<file path="config.mk">
export PLATFORM = sky130hd
export DESIGN_NAME = demux8bit2way_buf_flat
export DESIGN_NICKNAME = d
export VERILOG_FILES = /design/src/rtl/demux8bit2way_buf_if.sv /design/src/rtl/demux8bit2way_buf.sv /design/src/flat_wrapper.sv
export SDC_FILE = /design/constraint.sdc
export NUM_CORES = 1
export LEC_CHECK = 0
export CORE_ASPECT_RATIO = 1.4
export CORE_UTILIZATION = 37
export CTS_BUF_LIST = sky130_fd_sc_hd__clkbuf_8 sky130_fd_sc_hd__clkbuf_16
export DETAILED_ROUTE_END_ITERATION = 8
export PLACE_DENSITY = 0.73
export REMOVE_ABC_BUFFERS = 1
export SLEW_MARGIN = 20
export SYNTH_ARGS = -nofsm -noshare
export SYNTH_HDL_FRONTEND = slang
export SYNTH_SLANG_ARGS = --single-unit
</file>
<file path="constraint.sdc">
create_clock -name clk -period 1 [get_ports clk]
set_clock_uncertainty 0.05 [all_clocks]
set_input_delay 0.15 -clock clk [delete_from_list [all_inputs] [get_ports clk]]
set_output_delay 0.15 -clock clk [all_outputs]
set_load 0.005 [all_outputs]
</file>
<file path="src/rtl/demux8bit2way_buf_if.sv">
// rtl/demux8bit2way_buf_if.sv - handshake bus bundle for the 1-to-2 byte demultiplexer
interface demux8bit2way_buf_if #(
    parameter int WIDTH = 8
);
    logic [WIDTH-1:0] in_data;
    logic             in_valid;
    logic             sel;
    logic             in_ready;
    logic [WIDTH-1:0] out1_data;
    logic             out1_valid;
    logic             out1_ready;
    logic [WIDTH-1:0] out2_data;
    logic             out2_valid;
    logic             out2_ready;

    // Producer of the input stream and consumer of both outputs
    modport master (
        output in_data, in_valid, sel, out1_ready, out2_ready,
        input  in_ready, out1_data, out1_valid, out2_data, out2_valid
    );

    // The demultiplexer itself
    modport slave (
        input  in_data, in_valid, sel, out1_ready, out2_ready,
        output in_ready, out1_data, out1_valid, out2_data, out2_valid
    );
endinterface

</file>
<file path="src/rtl/demux8bit2way_buf.sv">
// rtl/demux8bit2way_buf.sv - registered 1-to-2 byte demux with per-output holding register; optional DEMUX_COUNT_EN transfer counters
module demux8bit2way_buf #(
    parameter int WIDTH = 8
) (
    input  logic                 clk,
    input  logic                 reset,
    demux8bit2way_buf_if.slave   bus
`ifdef DEMUX_COUNT_EN
    ,
    output logic [7:0]           cnt1,
    output logic [7:0]           cnt2
`endif
);
    typedef enum logic {
        EMPTY = 1'b0,
        FULL  = 1'b1
    } state_t;

    state_t           state1_q, state1_d;
    state_t           state2_q, state2_d;
    logic [WIDTH-1:0] data1_q;
    logic [WIDTH-1:0] data2_q;
    logic             in_ready;
    logic             load1;
    logic             load2;

    // Readiness depends only on the targeted output, then per-output next state
    always_comb begin
        in_ready = 1'b0;
        load1    = 1'b0;
        load2    = 1'b0;
        state1_d = state1_q;
        state2_d = state2_q;

        if (!reset) begin
            if (bus.sel) begin
                in_ready = (state2_q == EMPTY) || bus.out2_ready;
            end else begin
                in_ready = (state1_q == EMPTY) || bus.out1_ready;
            end
        end

        load1 = bus.in_valid && in_ready && !bus.sel;
        load2 = bus.in_valid && in_ready && bus.sel;

        case (state1_q)
            EMPTY:   if (load1) state1_d = FULL;
            FULL:    if (bus.out1_ready && !load1) state1_d = EMPTY;
            default: state1_d = EMPTY;
        endcase

        case (state2_q)
            EMPTY:   if (load2) state2_d = FULL;
            FULL:    if (bus.out2_ready && !load2) state2_d = EMPTY;
            default: state2_d = EMPTY;
        endcase
    end

    // State registers; held data is only overwritten by a load, never on drain
    always_ff @(posedge clk) begin
        if (reset) begin
            state1_q <= EMPTY;
            state2_q <= EMPTY;
            data1_q  <= '0;
            data2_q  <= '0;
        end else begin
            state1_q <= state1_d;
            state2_q <= state2_d;
            if (load1) data1_q <= bus.in_data;
            if (load2) data2_q <= bus.in_data;
        end
    end

`ifdef DEMUX_COUNT_EN
    // Free-running wrap-around counts of transfers routed to each output
    always_ff @(posedge clk) begin
        if (reset) begin
            cnt1 <= 8'd0;
            cnt2 <= 8'd0;
        end else begin
            if (load1) cnt1 <= cnt1 + 8'd1;
            if (load2) cnt2 <= cnt2 + 8'd1;
        end
    end
`endif

    assign bus.in_ready   = in_ready;
    assign bus.out1_valid = (state1_q == FULL);
    assign bus.out2_valid = (state2_q == FULL);
    assign bus.out1_data  = data1_q;
    assign bus.out2_data  = data2_q;
endmodule
</file>
<file path="src/flat_wrapper.sv">
// flat-port wrapper written by rule: the top's interface ports become plain ports
module demux8bit2way_buf_flat 
#(
    parameter int WIDTH = 8
)
  (clk, reset, bus_in_data, bus_in_valid, bus_sel, bus_out1_ready, bus_out2_ready, bus_in_ready, bus_out1_data, bus_out1_valid, bus_out2_data, bus_out2_valid);
  demux8bit2way_buf_if #(.WIDTH(WIDTH)) bus_i ();
  input  logic clk;
  input  logic reset;
  input wire logic [$bits(bus_i.in_data)-1:0] bus_in_data;
  input wire logic [$bits(bus_i.in_valid)-1:0] bus_in_valid;
  input wire logic [$bits(bus_i.sel)-1:0] bus_sel;
  input wire logic [$bits(bus_i.out1_ready)-1:0] bus_out1_ready;
  input wire logic [$bits(bus_i.out2_ready)-1:0] bus_out2_ready;
  output wire logic [$bits(bus_i.in_ready)-1:0] bus_in_ready;
  output wire logic [$bits(bus_i.out1_data)-1:0] bus_out1_data;
  output wire logic [$bits(bus_i.out1_valid)-1:0] bus_out1_valid;
  output wire logic [$bits(bus_i.out2_data)-1:0] bus_out2_data;
  output wire logic [$bits(bus_i.out2_valid)-1:0] bus_out2_valid;
  assign bus_i.in_data = bus_in_data;
  assign bus_i.in_valid = bus_in_valid;
  assign bus_i.sel = bus_sel;
  assign bus_i.out1_ready = bus_out1_ready;
  assign bus_i.out2_ready = bus_out2_ready;
  assign bus_in_ready = bus_i.in_ready;
  assign bus_out1_data = bus_i.out1_data;
  assign bus_out1_valid = bus_i.out1_valid;
  assign bus_out2_data = bus_i.out2_data;
  assign bus_out2_valid = bus_i.out2_valid;
  demux8bit2way_buf #(.WIDTH(WIDTH)) u_core (.clk(clk), .reset(reset), .bus(bus_i));
endmodule
</file>
# ---- Yosys cells after proc, flatten, opt, wreduce, memory -nomap -nowiden
# Index checks and enable logic that the tools add are counted.
# W data, S select, Z words.
dict set report totals {
  output_inout_bits 19
  inputBits 14
  ff_bits 18
  word_cells 24
}
dict set report classes {
  muxes 8
  bitwise 2
  reduce_logical 10
}
# op n
set ops {}
lappend ops {{$mux W1} 6}
lappend ops {{$logic_and A1 B1 Y1} 5}
lappend ops {{$pmux W1 S2} 2}
lappend ops {{$logic_not A1 Y1} 3}
lappend ops {{$logic_or A1 B1 Y1} 2}
lappend ops {{$not A1 Y1} 2}

# ---- Logic depth before layout (Yosys ltp)
dict set report depth {
  ltp_word 10
  mapped_depth 5
}

# ---- Worst setup path before layout
# No wires, ideal clock.
dict set report synth_timing {
  path_kind {flip-flop to flip-flop}
  startpoint {register u_core.state2_q (netlist: u_core.bus.out2_valid)}
  endpoint {register u_core.data2_q[3] (netlist: u_core.bus.out2_data[3])}
  required_time_ns 0.834
  stages_incl_launch_ff 6
  path_buffers 2
  arrival_time_ns 0.936
  period_less_slack_ns 1.102
  path_slack_ns -0.102
  cell_sequence {dfxtp_1 -> nand2b_1 -> buf_2 -> buf_2 -> a21oi_1 -> a31o_1}
}
dict set report synth_via {
  elab_chain_cells 6
}
# element line
set synth_rtl {}
lappend synth_rtl {{from (decl)} demux8bit2way_buf.sv:20} ;# state_t state2_q, state2_d;
lappend synth_rtl {{from (signal assigned)} demux8bit2way_buf.sv:68} ;# state2_q <= state2_d;
lappend synth_rtl {{$not A1 Y1} demux8bit2way_buf.sv:37} ;# in_ready = (state2_q == EMPTY) || bus.out2_ready;
lappend synth_rtl {{$logic_or A1 B1 Y1} demux8bit2way_buf.sv:37}
lappend synth_rtl {{$mux W1} demux8bit2way_buf.sv:36} ;# if (bus.sel) begin
lappend synth_rtl {{$mux W1} demux8bit2way_buf.sv:35} ;# if (!reset) begin
lappend synth_rtl {{$logic_and A1 B1 Y1 (2 in a row)} demux8bit2way_buf.sv:44} ;# load2 = bus.in_valid && in_ready && bus.sel;
lappend synth_rtl {{to (signal assigned)} demux8bit2way_buf.sv:70} ;# if (load2) data2_q <= bus.in_data;
lappend synth_rtl {{to (decl)} demux8bit2way_buf.sv:22} ;# logic [WIDTH-1:0] data2_q;
# Every way passes these cells.
# A chain may end at the register's enable or synchronous reset.

# ---- Final worst setup path
dict set report layout_timing {
  startpoint {register u_core.state2_q (netlist: u_core.bus.out2_valid)}
  endpoint {output port bus_in_ready}
}
dict set report layout_via {
  elab_chain_cells 4
}
# element line
set layout_rtl {}
lappend layout_rtl {{$not A1 Y1} demux8bit2way_buf.sv:37}
lappend layout_rtl {{$logic_or A1 B1 Y1} demux8bit2way_buf.sv:37}
lappend layout_rtl {{$mux W1} demux8bit2way_buf.sv:36}
lappend layout_rtl {{$mux W1} demux8bit2way_buf.sv:35}
lappend layout_rtl {{to (decl)} flat_wrapper.sv:15} ;# output wire logic [$bits(bus_i.in_ready)-1:0] bus_in_ready;
# Every way passes these cells.

==> flow_summary_export.csv <==
group,metric,value,unit
grt,grt_usage,16.1,%
cts,htree_levels,1,
routing,vias,695,
cts,cts_buffers,3,
cts,root_buffer,"clkbuf_8",
placement,post-place-ws,-0.726,ns
synthesis,synthXorXnorAreaFrac,0,%
final_layout,regArea,382,um^2
sta,hold_viol_final,0,
cts,cts.sinks,18,
power,p_sw_share,22.3,%
synthesis,yosysUniqueCellTypes,15,
synthesis,synth.top_cell.area_share,43.8,%
sta,period_share,118,%
die,num_rows,19,
synthesis,syn_area,823,um^2
power,irDropWorstVdd,0.961,mV
cts,cts_tree,"built",
sta,fin_ws,-0.180,ns
cts,cts.clk_slew.worst_paths,0.07,ns
routing,routed_wl,1950,um
synthesis,avgSynthCellArea,11.0,um^2
routing,remaining_drc_errors,0,
sta,fmax,0.848,GHz
power,finalPower,1.65,mW
setup_path,cp-start-kind,"register",
synthesis,netlist_top_cells_area,"dfxtp_1, mux2_4, a31o_1, nand2b_1, nor2b_1",
setup_path,worst-path-max-fanout,2,
final_layout,num-fill-cells,160,
synthesis,yosysSeqAreaShare,43.8,%
die,fp.dieW,41.9,um
synthesis,synth_warnings,0,
routing,drt_iter0_markers,10,
power,comb_power_share,16.7,%
synthesis,syn-instance-count,75,
power,power_switching,368,uW
setup_path,r2r_slack,-0.10,ns
cts,cts_hold_buf,0,
power,power_density,1260,nW/um^2
final_layout,antenna_cells,0,
grt,grt_pass1_vias,673,
power,seqPwrFrac,47.3,%
synthesis,synth-seq-cells,18,
final_layout,drive_gt1_share,58.1,%
sta,tightest_slew,0.180,ns
final_layout,fin_nets,132,
grt,antenna_found_initial,0,
synthesis,synth_compound_area_share,15.3,%
grt,grt_max_degree,19,
sta,setup_viol,18,
synthesis,synth_top_area_cell,"dfxtp_1",
sta,fin_crit,1.18,ns
synthesis,muxShareOfSynthArea,14.6,%
sta,hold_ws,0.242,ns
final_layout,layout_commonest_cell,"dfxtp_2",
die,start_util,40.7,%
final_layout,multi_input_area,470,um^2
routing,wl_per_cell,14.1,um
cts,clock_path_buffers,2,
placement,gp_congestion,0.703,
die,die_y,57.8,um
setup_path,timing_worst_setup_path_type,"register to primary output",
setup_path,cp.arrival,0.98,ns
routing,postRouteAntennaNets,0,
placement,port_buffers,32,
grt,grt_pass1_wl,3040,um
die,core-area,2020,um^2
cts,clkLatencyLatePin,0.25,ns
routing,drt-vias-per-instance,5.04,
final_layout,layout_common_cells,"dfxtp_2, clkbuf_2",
sta,final_max_slew_viol_count,0,
power,leakagePower,0.591,nW
grt,gr-total-overflow,0,
die,die_area,2420,um^2
sta,max_slew_margin,88.0,%
synthesis,yosys.area_share.simple,20.5,%
run_status,status,"complete, but fails checks",
worst_hold_path,hold_path.class,"primary input to register",
synthesis,synth_top_family_by_area,"simple AND/OR/NAND/NOR gates",
placement,dpl.hpwl,1200,um
sta,rsz0062_at_grt,"true",
final_layout,area_delta_synth_final,59.1,%
power,clock_power_share,36.0,%
setup_path,cp-end-kind,"primary output",
die,ios,33,
setup_path,worstPathRequired,0.80,ns
routing,dr.pass1.iters,4,
run_status,violations,"setup timing",
synthesis,synth_adder_area_share,0,%
job,drv_cap,0,
power,power.internal,1.29,mW
[flip-flops by register name (all words and copies together) (netlist names)]
register / count
u_core.bus.out1_data: 8
u_core.bus.out1_valid: 1
u_core.bus.out2_data: 8
u_core.bus.out2_valid: 1
[per-stage QoR]
step                utilization, %  setup TNS, ns  instances  instance area [um^2]
finish                        64.8          -1.59        138                  1310
detailed placement            59.8         -10.98        130                  1210
CTS                           65.9          -1.86        137                  1330
global route                  64.8          -2.17        138                  1310
global placement              59.8         -10.72        130                  1210
floorplan                        -          -1.18         69                   776
[power groups by stage]
stage               Clock (mW)  Sequential, mW  Combinational [mW]
floorplan                    0           0.793              0.0942
global placement             0           0.791               0.280
detailed placement           0           0.791               0.283
CTS                      0.618           0.784               0.279
global route             0.642           0.788               0.297
finish                   0.596           0.783               0.276
[worst max-delay path: stages, from the launching register on]
cell,delay (ns)
dfxtp_2,0.32
nor2b_4,0.12
a211oi_2,0.15
buf_2,0.13
[kinds of logic after synthesis]
kind of cell | count (synthesis)
AND/OR/NAND/NOR | 25
AO/OA/AOI/OAI | 18
flip-flops | 18
buffers and inverters | 6
multiplexers | 8
[repair_timing]
action	CTS	global route
setup buffers	2	0
pin swaps	4	2
gates cloned	1	1
setup endpoints to repair	37	33
resized for setup	80	19
hold endpoints to repair	0	0
[worst paths after layout]
check / end / from / cells past startpoint
worst max-delay path: bus_in_ready / u_core.bus.out2_valid / 3
worst min-delay path: u_core.bus.out1_valid / reset / 3
worst min register to register: u_core.bus.out2_data[4] / u_core.bus.out2_data[4] / 3
worst max register to register: u_core.bus.out1_data[2] / u_core.bus.out1_valid / 4
[synthesized netlist by cell type]
master,instances
dfxtp_1,18
nand2b_1,10
nor2b_1,9
a21oi_1,8
a31o_1,8
mux2_4,8
buf_6,3
nor2_1,3
buf_2,2
a211oi_1,1
a21oi_2,1
and3b_1,1
clkbuf_1,1
nand2_4,1
nor3b_4,1
[layout make-up]
type / instances / share of cell area [%]
Sequential cell: 18 / 29.1
Timing Repair Buffer: 43 / 28.7
Tap cell: 21 / 2.01
Clock buffer: 4 / 4.20
Multi-Input combinational cell: 52 / 35.9
[per-layer routing]
layer  global-route usage (%)  wire (um)  vias up
met3                     2.49         92        2
li1                         -          -      343
met1                     19.6        814      329
met5                        0          0        -
met2                     28.6       1030       21
met4                     5.53         18        0
(Power assumes the default switching activity.)
